`config.mk`:
```
export PLATFORM = sky130hd
export DESIGN_NAME = fetch_buffer_flat
export DESIGN_NICKNAME = d
export VERILOG_FILES = /design/src/rtl/fetch_buffer_if.sv /design/src/rtl/fetch_buffer.sv /design/src/flat_wrapper.sv
export SDC_FILE = /design/constraint.sdc
export NUM_CORES = 1
export LEC_CHECK = 0
export CAP_MARGIN = 15
export CORE_ASPECT_RATIO = 1.4
export CORE_UTILIZATION = 25
export CTS_BUF_LIST = sky130_fd_sc_hd__clkbuf_8
export CTS_CLUSTER_DIAMETER = 60
export DETAILED_ROUTE_END_ITERATION = 16
export GPL_ROUTABILITY_DRIVEN = 0
export PLACE_DENSITY_LB_ADDON = 0.25
export SKIP_LAST_GASP = 1
export SLEW_MARGIN = 10
export SYNTH_ARGS = -nofsm -noshare
export SYNTH_HDL_FRONTEND = slang
export SYNTH_SLANG_ARGS = --single-unit
```
`constraint.sdc`:
```
create_clock -name clk -period 19 [get_ports clk]
set_clock_uncertainty 0.1 [all_clocks]
set_input_delay 3.8 -clock clk [delete_from_list [all_inputs] [get_ports clk]]
set_output_delay 3.8 -clock clk [all_outputs]
set_load 0.02 [all_outputs]
```
`src/rtl/fetch_buffer_if.sv`:
```
// Fetch buffer bus: instruction-memory request/grant/response, core redirect and
// the instruction valid/ready channel toward the fetch stage.
interface fetch_buffer_if;
    logic        imem_req;
    logic [31:0] imem_addr;
    logic        imem_gnt;
    logic        imem_rvalid;
    logic [31:0] imem_rdata;
    logic        redirect_valid;
    logic [31:0] redirect_pc;
    logic        inst_valid;
    logic [31:0] inst;
    logic [31:0] inst_pc;
    logic        inst_ready;

    // master: the fetch buffer itself
    modport master (
        output imem_req, imem_addr, inst_valid, inst, inst_pc,
        input  imem_gnt, imem_rvalid, imem_rdata, redirect_valid, redirect_pc, inst_ready
    );

    // slave: memory plus core environment
    modport slave (
        input  imem_req, imem_addr, inst_valid, inst, inst_pc,
        output imem_gnt, imem_rvalid, imem_rdata, redirect_valid, redirect_pc, inst_ready
    );
endinterface

```
`src/rtl/fetch_buffer.sv`:
```
// Instruction prefetch buffer: sequential fetch with credit-limited issue, PC-tagged FIFO,
// redirect flush with stale-response discard. Optional FETCH_BYPASS_EN forwards a response
// straight to the fetch stage when the FIFO is empty.
module fetch_buffer #(
    parameter int unsigned DEPTH    = 4,
    parameter logic [31:0] RESET_PC = 32'h0000_0000
) (
    input  logic           clk,
    input  logic           reset,
    fetch_buffer_if.master bus
);
    localparam int unsigned PW = $clog2(DEPTH);
    localparam int unsigned CW = $clog2(DEPTH + 1);
    localparam logic [CW:0] DEPTH_W = (CW + 1)'(DEPTH);

    logic [31:0]   fetch_pc_q, resp_pc_q;
    logic [CW-1:0] outstanding_q, discard_q, count_q;
    logic [PW-1:0] head_q, tail_q;
    logic [31:0]   fifo_pc_q   [DEPTH];
    logic [31:0]   fifo_word_q [DEPTH];

    logic          head_valid, accept, drop, bypass, push, pop;
    logic [CW:0]   in_use;
    logic [CW-1:0] out_after_rsp;

    assign head_valid    = (count_q != '0);
    assign in_use        = {1'b0, count_q} + {1'b0, outstanding_q};
    // Queued plus in-flight words never exceed DEPTH, so a returning word always fits.
    assign bus.imem_req  = !reset && !bus.redirect_valid && (in_use < DEPTH_W);
    assign bus.imem_addr = fetch_pc_q;
    assign accept        = bus.imem_req && bus.imem_gnt;
    assign drop          = bus.redirect_valid || (discard_q != '0);
    assign out_after_rsp = outstanding_q - CW'(bus.imem_rvalid);

`ifdef FETCH_BYPASS_EN
    assign bypass = !head_valid && !drop && bus.imem_rvalid;
`else
    assign bypass = 1'b0;
`endif

    assign bus.inst_valid = (head_valid || bypass) && !bus.redirect_valid;
    assign pop            = head_valid && !bus.redirect_valid && bus.inst_ready;
    assign push           = bus.imem_rvalid && !drop && !(bypass && bus.inst_ready);

    always_comb begin
        bus.inst    = '0;
        bus.inst_pc = '0;
        if (head_valid && !bus.redirect_valid) begin
            bus.inst    = fifo_word_q[head_q];
            bus.inst_pc = fifo_pc_q[head_q];
        end
`ifdef FETCH_BYPASS_EN
        else if (bypass) begin
            bus.inst    = bus.imem_rdata;
            bus.inst_pc = resp_pc_q;
        end
`endif
    end

    always_ff @(posedge clk or posedge reset) begin
        if (reset) begin
            fetch_pc_q    <= RESET_PC;
            resp_pc_q     <= RESET_PC;
            outstanding_q <= '0;
            discard_q     <= '0;
            count_q       <= '0;
            head_q        <= '0;
            tail_q        <= '0;
            for (int i = 0; i < DEPTH; i++) begin
                fifo_pc_q[i]   <= '0;
                fifo_word_q[i] <= '0;
            end
        end else if (bus.redirect_valid) begin
            // Everything still in flight belongs to the old path.
            fetch_pc_q    <= bus.redirect_pc;
            resp_pc_q     <= bus.redirect_pc;
            outstanding_q <= out_after_rsp;
            discard_q     <= out_after_rsp;
            count_q       <= '0;
            head_q        <= '0;
            tail_q        <= '0;
        end else begin
            if (accept) begin
                fetch_pc_q <= fetch_pc_q + 32'd4;
            end
            outstanding_q <= out_after_rsp + CW'(accept);
            if (bus.imem_rvalid) begin
                if (discard_q != '0) begin
                    discard_q <= discard_q - CW'(1);
                end else begin
                    resp_pc_q <= resp_pc_q + 32'd4;
                end
            end
            if (push) begin
                fifo_pc_q[tail_q]   <= resp_pc_q;
                fifo_word_q[tail_q] <= bus.imem_rdata;
                tail_q              <= tail_q + PW'(1);
            end
            if (pop) begin
                head_q <= head_q + PW'(1);
            end
            count_q <= count_q + CW'(push) - CW'(pop);
        end
    end

    a_rvalid_has_credit: assert property (
        @(posedge clk) disable iff (reset) bus.imem_rvalid |-> (outstanding_q != '0)
    );
endmodule

```
`src/flat_wrapper.sv`:
```
// flat-port wrapper written by rule: the top's interface ports become plain ports
module fetch_buffer_flat 
#(
    parameter int unsigned DEPTH    = 4,
    parameter logic [31:0] RESET_PC = 32'h0000_0000
)
  (clk, reset, bus_imem_req, bus_imem_addr, bus_inst_valid, bus_inst, bus_inst_pc, bus_imem_gnt, bus_imem_rvalid, bus_imem_rdata, bus_redirect_valid, bus_redirect_pc, bus_inst_ready);
  fetch_buffer_if bus_i ();
  input  logic clk;
  input  logic reset;
  output wire logic [$bits(bus_i.imem_req)-1:0] bus_imem_req;
  output wire logic [$bits(bus_i.imem_addr)-1:0] bus_imem_addr;
  output wire logic [$bits(bus_i.inst_valid)-1:0] bus_inst_valid;
  output wire logic [$bits(bus_i.inst)-1:0] bus_inst;
  output wire logic [$bits(bus_i.inst_pc)-1:0] bus_inst_pc;
  input wire logic [$bits(bus_i.imem_gnt)-1:0] bus_imem_gnt;
  input wire logic [$bits(bus_i.imem_rvalid)-1:0] bus_imem_rvalid;
  input wire logic [$bits(bus_i.imem_rdata)-1:0] bus_imem_rdata;
  input wire logic [$bits(bus_i.redirect_valid)-1:0] bus_redirect_valid;
  input wire logic [$bits(bus_i.redirect_pc)-1:0] bus_redirect_pc;
  input wire logic [$bits(bus_i.inst_ready)-1:0] bus_inst_ready;
  assign bus_imem_req = bus_i.imem_req;
  assign bus_imem_addr = bus_i.imem_addr;
  assign bus_inst_valid = bus_i.inst_valid;
  assign bus_inst = bus_i.inst;
  assign bus_inst_pc = bus_i.inst_pc;
  assign bus_i.imem_gnt = bus_imem_gnt;
  assign bus_i.imem_rvalid = bus_imem_rvalid;
  assign bus_i.imem_rdata = bus_imem_rdata;
  assign bus_i.redirect_valid = bus_redirect_valid;
  assign bus_i.redirect_pc = bus_redirect_pc;
  assign bus_i.inst_ready = bus_inst_ready;
  fetch_buffer #(.DEPTH(DEPTH), .RESET_PC(RESET_PC)) u_core (.clk(clk), .reset(reset), .bus(bus_i));
endmodule
```
==> reports/results.ini <==
[outcome]
status = complete, no violations

[critical_path]
worst-path-buf-inv = 3
startpoint = bus_redirect_valid
arrival_ns = 5.93
cp_data_required_time_ns = 15.10
r2r_cells = 11
r2r_setup_slack_ns = 15.76
crit_chain = buf_2 > nor2_4 > buf_4 > and2_1 > clkdlybuf4s50_1
cp_top_family = buffers and inverters
crit_cells = 5
crit_path_start_kind = input port
max_stage_delay_ns = 0.60
r2r-start = u_core.count_q[1]$_DFF_PP0_
worst_r2r_endpoint = u_core.count_q[2]$_DFF_PP0_
crit_type = in -> out
end_kind = output port
path_max_fanout = 43
critPathSlowestCell = nor2_4

[synthesis]
syn_inst = 1210
yosysWarnings = 0
yosysUniqueCellTypes = 62
synth_seq_cells = 333
yosys.area.top_type_share = 0.528
postSynthAreaPerCell_um2 = 13.0
synth_area_um2 = 15800
synth-seq-area-share = 0.528
synthesis.nets = 1297
ys_top_cells_by_area = dfrtp_1 53%, mux2_2 15%, mux4_2 9.1%
synth_largest_area_cell = dfrtp_1
synthArstFlopShare = 1.00
synth_ff_type = dfrtp_1
synth-edff-count = 0

[timing]
period_share = 0.518
worstMarginPinSlew_ns = 1.09
slew_headroom = 0.272
finalHoldViolations = 0
setup_viol = 0
final.setup.tns_ns = 0
fmax_mhz = 102
setup_ws_ns = 9.17
slew_viol_final = 0
period_minus_slack_ns = 9.83
rsz0062_at_grt = no

[die]
ios = 168
start_util = 0.254
die_area_um2 = 64100
rows = 108
die_y_um = 299
core-area_um2 = 62200
die_w_um = 214

[drt]
num_vias = 10200
drtIter0Drc = 371
antenna_left = 0
drt_pass1_iterations = 6
routedWlPerCell_um = 18.5
via_per_inst = 4.54
wl_mm = 41.5
drc_errors = 0

[global_route]
grt_pass1_vias = 11000
grt_pass1_wl_mm = 66.0
grt_start_max_net_pins = 106
antenna_found_initial = 6
grt_util_all_layers = 0.133
grt_overflow = 0

[power]
sw_frac_of_total = 0.309
p_sw_mw = 0.717
pwr-share-clk = 0.311
internal_power_mw = 1.60
p_comb_frac = 0.273
leakage_nw = 8.64
vdd_ir_drop_max_uv = 43.0
powerDensity_nw_per_um2 = 118
p_seq_frac = 0.417
power_mw = 2.32

[cts]
cts_hold_buffers = 0
postCtsSetupBuffers = 0
insertion_delay_ns = 0.66
cts-root-buf = clkbuf_8
clock_path_buffers = 3
cts_repair_resize_count = 0
cts_tree = yes
clock-sinks = 333
path_clk_slew_ns = 0.06
htreeDepth = 2
cts_buffers = 59

[hold_path]
holdPathEnd = u_core.fifo_pc_q[86]$_DFFE_PP0P_
hp-start = u_core.fifo_pc_q[86]$_DFFE_PP0P_
whs_path_depth = 2
hold_class = reg -> reg

[placement]
dp_slack_ns = 9.08
placed_area_um2 = 18200
place_hpwl_mm = 27.1
io_buffers = 167

[job]
maxCapViolations = 0

[finish]
layout-drive-gt1-share = 0.292
post-route-util = 0.315
fin_area_um2 = 19600
areaGrowthSynthToFinish_pct = 24.2
final_nets = 1461

## final cells by class
class                      count  area [um^2]
inverter                      33          131
clock buffer                  80         1100
sequential                   333         8340
timing repair buffer         180         1780
fill                        6353        42600
clock inverter                27          199
antenna                        3         7.51
multi-input combinational    767         6990
tap                          825         1030
## worst register-to-register path, delay by kind of cell (launching register included)
family	cells	cell delay (ns)
DFF	1	0.44
adders and majority gates	3	0.78
xor gates and xnor gates	1	0.17
buffers and inverters	3	0.47
and+or+nand+nor	4	1.15
## how the worst max path moves through the flow
| stage | to | slack (ns) |
|---|---|---|
| 2_1_floorplan | u_core.bus.imem_addr[0]$_DFFE_PP0P_ | 5.88 |
| 3_3_place_gp | bus_inst_pc[4] | 9.18 |
| 3_5_place_dp | bus_inst_pc[10] | 9.08 |
| 4_1_cts | bus_inst_pc[10] | 9.08 |
| 5_1_grt | bus_inst_pc[10] | 9.02 |
| 6_report | bus_inst_pc[10] | 9.17 |
## cell families (layout without fill, tap and decap cells)
logic type | after synthesis | count (layout) | share of synthesized area
AOI/OAI and AO/OA | 125 | 125 | 0.0465
xor gates and xnor gates | 39 | 39 | 0.0217
adders and majority gates | 17 | 17 | 0.0140
buffers and inverters | 110 | 320 | 0.0309
DFF | 333 | 333 | 0.528
muxes | 294 | 294 | 0.256
other | 0 | 3 | 0
and+or+nand+nor | 292 | 292 | 0.103
## Yosys cell counts (2+ instances only)
cell	instances
dfrtp_1	333
mux2_2	208
nand2_1	98
o21ai_0	71
and2_1	69
mux4_2	64
buf_2	33
clkbuf_1	32
inv_1	31
xnor2_1	30
mux2_1	21
nand3_1	21
nor2_1	20
ha_1	16
nand4_1	14
nor3_1	14
a21oi_1	12
xor2_1	9
o211ai_1	8
o311ai_0	8
a21boi_0	7
and3_1	7
buf_1	7
and4_1	6
a31oi_1	5
nand4_2	5
o21ai_1	5
or4_1	5
or3_1	4
nand2b_1	3
nor2_2	3
a31o_2	2
and3_2	2
and3_4	2
clkinv_1	2
nand3_2	2
nand3b_1	2
nor2b_1	2
nor4_1	2
nor4_2	2
o31a_1	2
## layout by cell type (no fill, tap or decap), types with 16 or more instances in the layout
master,instances
nand3_1,21
inv_1,42
and2_1,69
mux2_2,208
mux2_1,21
o21ai_0,71
ha_1,16
nand2_1,94
dfrtp_1,331
xnor2_1,30
nor2_1,19
clkbuf_8,80
mux4_2,64
clkdlybuf4s50_1,166
## state kept, by name, summed over array words and instances, names as in the netlist
signal	count
u_core.fifo_pc_q	128
u_core.fifo_word_q	128
u_core.bus.imem_addr	32
u_core.resp_pc_q	32
u_core.count_q	3
u_core.discard_q	3
u_core.outstanding_q	3
u_core.head_q	2
u_core.tail_q	2
## routing by layer
layer	global-route usage	wire length (um)
met1	0.165	18100
met2	0.230	20500
met3	0.0265	1810
met4	0.0442	1120
met5	0	12
## power by group through the flow
stage          clock [mW]  combinational, mW  sequential, mW
2_1_floorplan           0              0.440           0.934
3_3_place_gp            0              0.646           0.974
3_5_place_dp            0              0.653           0.983
4_1_cts             0.754              0.655           0.971
5_1_grt             0.787              0.694           0.992
6_report            0.720              0.632           0.966
## stage by stage
step	std cells	hold slack, ns
2_1_floorplan	1210	0.345
3_3_place_gp	2137	0.357
3_5_place_dp	2137	0.367
4_1_cts	2244	0.383
5_1_grt	2246	0.402
6_report	2248	0.377
(Power assumes the default switching activity.)
